## config.mk

```make
export PLATFORM = sky130hd
export DESIGN_NAME = func_axis_join_fork
export DESIGN_NICKNAME = d
export VERILOG_FILES = /design/src/rtl/ty_axis_pkg.sv /design/src/rtl/ty_sfifo.sv /design/src/rtl/func_axis_join_fork.sv
export SDC_FILE = /design/constraint.sdc
export NUM_CORES = 1
export LEC_CHECK = 0
export BUFFER_PORTS_ARGS = -buffer_cell sky130_fd_sc_hd__buf_2
export CAP_MARGIN = 20
export CORE_MARGIN = 2
export CORE_UTILIZATION = 58
export CTS_CLUSTER_SIZE = 40
export DETAILED_ROUTE_END_ITERATION = 16
export PLACE_DENSITY_LB_ADDON = 0.05
export SLEW_MARGIN = 10
export SYNTH_ARGS = -nofsm -noshare
export SYNTH_HDL_FRONTEND = slang
export SYNTH_SLANG_ARGS = --single-unit
```

## constraint.sdc

```tcl
create_clock -name aclk -period 2.32 [get_ports aclk]
set_clock_uncertainty 0.1 [all_clocks]
set_input_delay 0.116 -clock aclk [delete_from_list [all_inputs] [get_ports aclk]]
set_output_delay 0.116 -clock aclk [all_outputs]
set_load 0.01 [all_outputs]
```

## src/rtl/ty_axis_pkg.sv

```systemverilog
// Shared types and constants for the SDx shell <-> TyBEC kernel AXI-Stream adapter.
// Default-width helpers live here; the modules carry their own width/depth parameters.
package ty_axis_pkg;

  localparam int DEF_DATA_WIDTH = 32;
  localparam int DEF_FIFO_DEPTH = 4;

  typedef logic [DEF_DATA_WIDTH-1:0] word_t;

  localparam int CNT_W  = $clog2(DEF_FIFO_DEPTH) + 1;
  localparam int PERF_W = 32;

  // Increment that sticks at all-ones instead of wrapping.
  function automatic logic [PERF_W-1:0] sat_inc(input logic [PERF_W-1:0] v);
    return (&v) ? v : v + {{(PERF_W-1){1'b0}}, 1'b1};
  endfunction

endpackage

```

## src/rtl/ty_sfifo.sv

```systemverilog
// First-word-fall-through channel FIFO.
// A pushed word is visible at the head one cycle later (no same-cycle bypass).
// "full" comes from a register updated from the next count, so the upstream
// ready never depends on the upstream valid. It reads full while in reset.
module ty_sfifo
  import ty_axis_pkg::*;
#(
  parameter int DATA_W = 32,
  parameter int DEPTH  = 4
) (
  input  logic              clk,
  input  logic              rst_n,
  input  logic              push,
  input  logic [DATA_W-1:0] wdata,
  output logic              full,
  input  logic              pop,
  output logic [DATA_W-1:0] rdata,
  output logic              empty
);

  localparam int PTR_W = $clog2(DEPTH);
  localparam logic [PTR_W-1:0] PTR_ONE  = 1;
  localparam logic [PTR_W:0]   CNT_ONE  = 1;
  localparam logic [PTR_W:0]   FULL_CNT = (PTR_W+1)'(DEPTH);

  logic [DATA_W-1:0] mem [DEPTH];
  logic [PTR_W-1:0]  wr_ptr;
  logic [PTR_W-1:0]  rd_ptr;
  logic [PTR_W:0]    cnt;
  logic [PTR_W:0]    cnt_next;
  logic              rdy;
  logic              do_push;
  logic              do_pop;

  assign do_push = push & rdy;
  assign do_pop  = pop & (cnt != '0);
  assign empty   = (cnt == '0);
  assign full    = ~rdy;
  // An empty FIFO presents zero so nothing stale leaks out after reset.
  assign rdata   = empty ? '0 : mem[rd_ptr];

  // Occupancy after this cycle's push/pop; a simultaneous pair leaves it unchanged.
  always_comb begin
    cnt_next = cnt;
    if (do_push && !do_pop) begin
      cnt_next = cnt + CNT_ONE;
    end else if (!do_push && do_pop) begin
      cnt_next = cnt - CNT_ONE;
    end
  end

  // Pointers, occupancy and the registered ready flag.
  always_ff @(posedge clk or negedge rst_n) begin
    if (!rst_n) begin
      wr_ptr <= '0;
      rd_ptr <= '0;
      cnt    <= '0;
      rdy    <= 1'b0;
    end else begin
      if (do_push) wr_ptr <= wr_ptr + PTR_ONE;
      if (do_pop)  rd_ptr <= rd_ptr + PTR_ONE;
      cnt <= cnt_next;
      rdy <= (cnt_next != FULL_CNT);
    end
  end

  // Storage is not reset; contents are meaningless until written.
  always_ff @(posedge clk) begin
    if (do_push) mem[wr_ptr] <= wdata;
  end

endmodule

```

## src/rtl/func_axis_join_fork.sv

```systemverilog
// AXI-Stream join/fork adapter between the SDx shell and the TyBEC `main` kernel.
// Each input channel is buffered and the heads are joined into one kernel
// handshake; the kernel output is forked into independently buffered outputs.
// Optional build macro TY_AXIS_PERF_CNT_EN adds saturating stall counters
// (perf_in_stall, perf_out_stall).
module func_axis_join_fork
  import ty_axis_pkg::*;
#(
  parameter int C_DATA_WIDTH = 32,
  parameter int C_NUM_IN     = 2,
  parameter int C_NUM_OUT    = 1,
  parameter int C_FIFO_DEPTH = 4
) (
  input  logic                              aclk,
  input  logic                              areset_n,
  input  logic [C_NUM_IN-1:0]               s_tvalid,
  input  logic [C_NUM_IN*C_DATA_WIDTH-1:0]  s_tdata,
  output logic [C_NUM_IN-1:0]               s_tready,
  output logic                              k_ivalid,
  output logic [C_NUM_IN*C_DATA_WIDTH-1:0]  k_idata,
  input  logic                              k_iready,
  input  logic                              k_ovalid,
  input  logic [C_NUM_OUT*C_DATA_WIDTH-1:0] k_odata,
  output logic                              k_oready,
  output logic [C_NUM_OUT-1:0]              m_tvalid,
  output logic [C_NUM_OUT*C_DATA_WIDTH-1:0] m_tdata,
  input  logic [C_NUM_OUT-1:0]              m_tready
`ifdef TY_AXIS_PERF_CNT_EN
  ,
  output logic [PERF_W-1:0]                 perf_in_stall,
  output logic [PERF_W-1:0]                 perf_out_stall
`endif
);

  logic [C_NUM_IN-1:0]  in_full;
  logic [C_NUM_IN-1:0]  in_empty;
  logic [C_NUM_OUT-1:0] out_full;
  logic [C_NUM_OUT-1:0] out_empty;
  logic                 join_fire;
  logic                 fork_fire;

  // Join: the kernel sees a word only when every channel has one queued.
  assign k_ivalid  = ~|in_empty;
  assign join_fire = k_ivalid & k_iready;

  // Fork: accept from the kernel only when every output channel has room.
  assign k_oready  = ~|out_full;
  assign fork_fire = k_ovalid & k_oready;

  for (genvar i = 0; i < C_NUM_IN; i++) begin : g_in
    ty_sfifo #(
      .DATA_W (C_DATA_WIDTH),
      .DEPTH  (C_FIFO_DEPTH)
    ) u_fifo (
      .clk   (aclk),
      .rst_n (areset_n),
      .push  (s_tvalid[i]),
      .wdata (s_tdata[i*C_DATA_WIDTH +: C_DATA_WIDTH]),
      .full  (in_full[i]),
      .pop   (join_fire),
      .rdata (k_idata[i*C_DATA_WIDTH +: C_DATA_WIDTH]),
      .empty (in_empty[i])
    );
    assign s_tready[i] = ~in_full[i];
  end

  for (genvar j = 0; j < C_NUM_OUT; j++) begin : g_out
    ty_sfifo #(
      .DATA_W (C_DATA_WIDTH),
      .DEPTH  (C_FIFO_DEPTH)
    ) u_fifo (
      .clk   (aclk),
      .rst_n (areset_n),
      .push  (fork_fire),
      .wdata (k_odata[j*C_DATA_WIDTH +: C_DATA_WIDTH]),
      .full  (out_full[j]),
      .pop   (m_tready[j]),
      .rdata (m_tdata[j*C_DATA_WIDTH +: C_DATA_WIDTH]),
      .empty (out_empty[j])
    );
    assign m_tvalid[j] = ~out_empty[j];
  end

`ifdef TY_AXIS_PERF_CNT_EN
  // Count cycles where data waits on the kernel, and where the kernel waits on the outputs.
  always_ff @(posedge aclk or negedge areset_n) begin
    if (!areset_n) begin
      perf_in_stall  <= '0;
      perf_out_stall <= '0;
    end else begin
      if (k_ivalid && !k_iready) perf_in_stall  <= sat_inc(perf_in_stall);
      if (k_ovalid && !k_oready) perf_out_stall <= sat_inc(perf_out_stall);
    end
  end
`endif

endmodule

```

# Word level (Yosys, flattened, before mapping)
# Memories as Yosys holds them, arrays and structs flattened.
# Cells that the tools add are included.
# W data, S select, Z words.
# totals
ram_bits	384
inputBits	103
ff_bits	24
out_inout_bits	101
mem_count	3
# classes
reduce_logical	20
eq_ne	3
n_mux	15
n_bitwise	9
addsub	12
# memory_table
memory	words	word_bits	rd	rd_clocked_by_memory_dff	wr	line_no	rtl
g_in[0].u_fifo.mem	4	32	1	0	1	ty_sfifo.sv:26	logic [DATA_W-1:0] mem [DEPTH];
g_in[1].u_fifo.mem	4	32	1	0	1	ty_sfifo.sv:26	
g_out[0].u_fifo.mem	4	32	1	0	1	ty_sfifo.sv:26	
# op_table
operator	count
$mux W32	3
$mux W3	6
$add A2 B1 Y2 const B	6
$add A3 B1 Y3 const B	3
$logic_not A3 Y1	3
$ne A3 B3 Y1 const B	3
$reduce_bool A3 Y1	3
$sub A3 B1 Y3 const B	3
$and A1 B1 Y1	8
$logic_not A1 Y1	7
$logic_and A1 B1 Y1	6
$mux W1	6
$reduce_or A2 Y1	1
$not A1 Y1	1

# Logic depth before layout (Yosys ltp)
# depth
word_depth	9
mapped_depth	8

# By module
# From an unflattened synthesis, not the netlist that was laid out.
# hier_totals
hier_cells	777
hier_area_um2	16266.9
# by_module_without_submodules
mod	area_each_um2	cells_per_inst	seq_area_each_um2	n_inst
ty_sfifo (g_in[1].u_fifo ...)	5406.4	255	4043.9	2
ty_sfifo (g_in[0].u_fifo)	5416.4	260	4043.9	1
func_axis_join_fork	37.5	7	0.0	1

# Worst setup path after synthesis
# Ideal clock, no wire load.
# synth_timing
kind	register to register
from	register g_in[1].u_fifo.wr_ptr[0]
to	memory g_in[1].u_fifo.mem[2][0] (enable)
setup_slack_ns	0.368
path_stages_with_launch	4
path_buffers	0
t_arrival_ns	1.460
synth_period_minus_slack_ns	1.952
setup_time_ns	0.392
cell_sequence	dfrtp_1 inv_1 ha_1 and3_1
# synth_rtl
item	line_no	rtl
start: declaration	ty_sfifo.sv:27	logic [PTR_W-1:0] wr_ptr;
start signal: assignment	ty_sfifo.sv:60	if (do_push) wr_ptr <= wr_ptr + PTR_ONE;
end: declaration	ty_sfifo.sv:26	
# Straight into the memory's write port.

# Worst setup path after layout
# layout_timing
from	register g_in[0].u_fifo.rd_ptr[0]
to	output port k_idata[9]
# layout_via
elab_chain_cells	2
# layout_lines
item	line_no	rtl
start: declaration	ty_sfifo.sv:28	logic [PTR_W-1:0] rd_ptr;
start signal: assignment	ty_sfifo.sv:61	if (do_pop) rd_ptr <= rd_ptr + PTR_ONE;
$mem_v2 Z4 W32	-	
$mux W32	ty_sfifo.sv:40	assign rdata = empty ? '0 : mem[rd_ptr];
end: declaration	func_axis_join_fork.sv:20	output logic [C_NUM_IN*C_DATA_WIDTH-1:0] k_idata,
# No other way between the ends.

==> qor.yml <==
synthesis:
  yosysTopAreaCell: "edfxtp_1"
  synth_edf_count: 384
  synth_flop_cell: "edfxtp_1"
  yosys-top-cells-area: "edfxtp_1 72%, mux4_2 13%, and2_1 3.8%"
  syn_area_um2: 16100
  synth-seq-cells: 408
  synth-simple-area-share_pct: 5.67
  syn_inst: 771
  yosysMostFrequentCell: "edfxtp_1"
  synth_warnings: 0
  synth_nets: 895
  avgSynthCellArea_um2: 20.8
  netlist_top_cells_count: "384 x edfxtp_1, 98 x and2_1, 96 x mux4_2"
  synthAdderAreaFrac_pct: 1.64
  synth_top_area_share_pct: 71.8
  synth_mux_area_share_pct: 13.5
  ys_seq_area_share_pct: 75.5
  async_flop_share_pct: 5.88
  synth_compound_area_share_pct: 1.22
  synth-xor-area-share_pct: 0.818
  synth_top_family_by_area: "multiplexers"
  synth_cell_types: 40
placement:
  dpl.hpwl_um: 18400
  io_buffers: 203
  place_area_um2: 17700
  place.gp.congestion: 0.770
cells_and_area:
  syn_to_final_growth_pct: 26.5
  layout-drive-gt1-share_pct: 37.0
  nFillCells: 1548
  post-route-util_pct: 75.0
  nets: 1235
  final_area_um2: 20300
global_route:
  grt_pass1_vias: 9230
  grt_overflow: 0
  grt_max_degree: 37
  grt.total_usage_pct: 22.5
  grt_antenna_before_repair: 0
  grt_pass1_wl_um: 49400
pwr:
  ir_drop_mv: 0.830
  power_frac_clock_pct: 24.1
  pwr-share-seq_pct: 38.7
  p_int_w: 0.0185
  power_leakage_nw: 7.35
  p_sw_share_pct: 29.9
  combPwrFrac_pct: 37.2
  power_density_nw_per_um2: 1300
  p_sw_w: 0.00789
timing:
  post-route-min-period_ns: 2.26
  finalCritPeriodShare_pct: 97.5
  finalSetupViolCount: 0
  hold_viol: 0
  fmax_mhz: 442
  final_max_slew_viol_count: 0
  maxSlewHeadroom_pct: 61.8
  rsz0062_at_grt: "true"
  worst_pin_slew_ns: 0.573
critical_path:
  crit_type: "flip-flop to output port"
  path_max_fanout: 3
  setup.worst_path.end_class: "output port"
  required_ns: 2.10
  cp.arrival_ns: 2.05
  cp-start-kind: "flip-flop"
cts:
  tritoncts: "yes"
  h-tree-depth: 2
  root_buffer: "clkbuf_16"
  cts_buffers: 42
  clock_latency_ns: 0.53
  cts_buffer_depth: 3
  cts.clk_slew.worst_paths_ns: 0.06
  clock_sinks: 408
drt:
  routed_wl_um: 31700
  drt_iter0_markers: 480
  wl_per_cell_um: 20.9
  drc: 0
  drtAntennaViolNets: 0
  vias: 8321
  vias_per_cell: 5.48
  dr.pass1.iters: 5
job:
  cap_violations: 0
floorplanning:
  die_x_um: 170
  die_area_um2: 29000
  die_y_um: 170
  pin_count: 204
  core_um2: 27100
  start_util_pct: 59.3
  rows: 60
worst_hold_path:
  hold_path_class: "input port to flip-flop"
outcome:
  status: "finished, final reports clean"
placed cells by master, fill, tap and decap left out, types with 15 or more instances in the layout:
| master | count |
|---|---|
| edfxtp_1 | 384 |
| buf_2 | 190 |
| dlygate4sd3_1 | 101 |
| mux4_2 | 96 |
| and2_1 | 77 |
| clkbuf_16 | 47 |
| and2_4 | 21 |
| ha_1 | 21 |
| dfrtp_1 | 21 |
| xnor2_1 | 15 |
| buf_12 | 15 |
critical path, cell delays in order, from the launching register on:
cell and delay (ns):
dfrtp_2 0.43, buf_12 0.14, buf_4 0.12, mux4_2 0.48, and2_1 0.19, buf_2 0.14
cell type report:
| type | instances | area (um^2) | area share [%] |
|---|---|---|---|
| diodes | 2 | 5.00 | 0.0246 |
| clock buffers | 59 | 1180 | 5.80 |
| clock inverters | 18 | 133 | 0.653 |
| inverters | 13 | 48.8 | 0.240 |
| multi-input cells | 310 | 3730 | 18.4 |
| flip-flops and latches | 408 | 12100 | 59.7 |
| well taps | 372 | 465 | 2.29 |
| repair buffers | 336 | 2620 | 12.9 |
state kept, by name (all words and copies together) (netlist names):
signal / count
g_out.u_fifo.rd_ptr: 2
g_in.u_fifo.rd_ptr: 4
g_out.u_fifo.wr_ptr: 2
g_out.u_fifo.mem: 128
g_in.u_fifo.mem: 256
g_in.u_fifo.cnt: 6
g_out.u_fifo.cnt: 3
g_in.u_fifo.rdy: 2
g_in.u_fifo.wr_ptr: 4
g_out.u_fifo.rdy: 1
routing by layer:
layer / wire, um / global-route usage (%) / part of all wire [%] / up-vias
met5: 0 / 0 / 0 / -
li1: - / - / - / 3768
met3: 1790 / 4.65 / 5.6 / 57
met4: 673 / 6.99 / 2.1 / 0
met2: 16700 / 40.5 / 53 / 256
met1: 12500 / 27.5 / 39 / 4240
stage by stage:
| stage | hold slack [ns] | setup WS [ns] | TNS, ns | total power (W) | std cells |
|---|---|---|---|---|---|
| 5_1_grt | 0.102 | -0.0120 | -0.0663 | 0.0278 | 1516 |
| 2_1_floorplan | -0.280 | 0.368 | 0 | 0.0160 | 771 |
| 3_5_place_dp | 0.0487 | 0.274 | 0 | 0.0192 | 1330 |
| 4_1_cts | 0.0219 | -0.105 | -1.93 | 0.0264 | 1512 |
| 6_report | 0.0379 | 0.0578 | 0 | 0.0264 | 1518 |
| 3_3_place_gp | 0.0306 | 0.406 | 0 | 0.0189 | 1330 |
power groups by stage:
stage          Combinational [W]  Clock, W  Sequential (W)
5_1_grt                   0.0106   0.00676          0.0104
6_report                 0.00982   0.00637          0.0102
3_5_place_dp             0.00885         0          0.0104
4_1_cts                  0.00963   0.00648          0.0102
2_1_floorplan            0.00591         0          0.0101
3_3_place_gp             0.00865         0          0.0103
cell families after synthesis:
group                    after synthesis
adder cells (fa/ha/maj)               21
buffers and inverters                 53
AO/OA/AOI/OAI                         26
flip-flops                           408
multiplexers                          97
AND/OR/NAND/NOR                      151
XOR/XNOR                              15
path summary, 6_finish.rpt:
check,slack [ns],start,cells after the start,end
max,0.06,g_in[0].u_fifo.rd_ptr[0],5,k_idata[9]
min,0.04,k_ovalid,3,g_out[0].u_fifo.wr_ptr[0]
max reg2reg,0.25,g_in[0].u_fifo.cnt[0],7,g_in[0].u_fifo.rdy
min reg2reg,0.46,g_in[1].u_fifo.cnt[2],1,g_in[1].u_fifo.cnt[2]
max in group asynchronous,1.65,areset_n,2,g_in[1].u_fifo.rd_ptr[0]
min in group asynchronous,0.06,areset_n,2,g_out[0].u_fifo.rd_ptr[1]
repair_timing:
action	in CTS	in global routing
buffers inserted	2	3
hold endpoints to repair	420	0
setup endpoints to repair	50	95
gates cloned	2	2
pin swaps	0	3
resized for setup	25	22
hold buffers	101	0
Power figures use the tool's default switching activity.
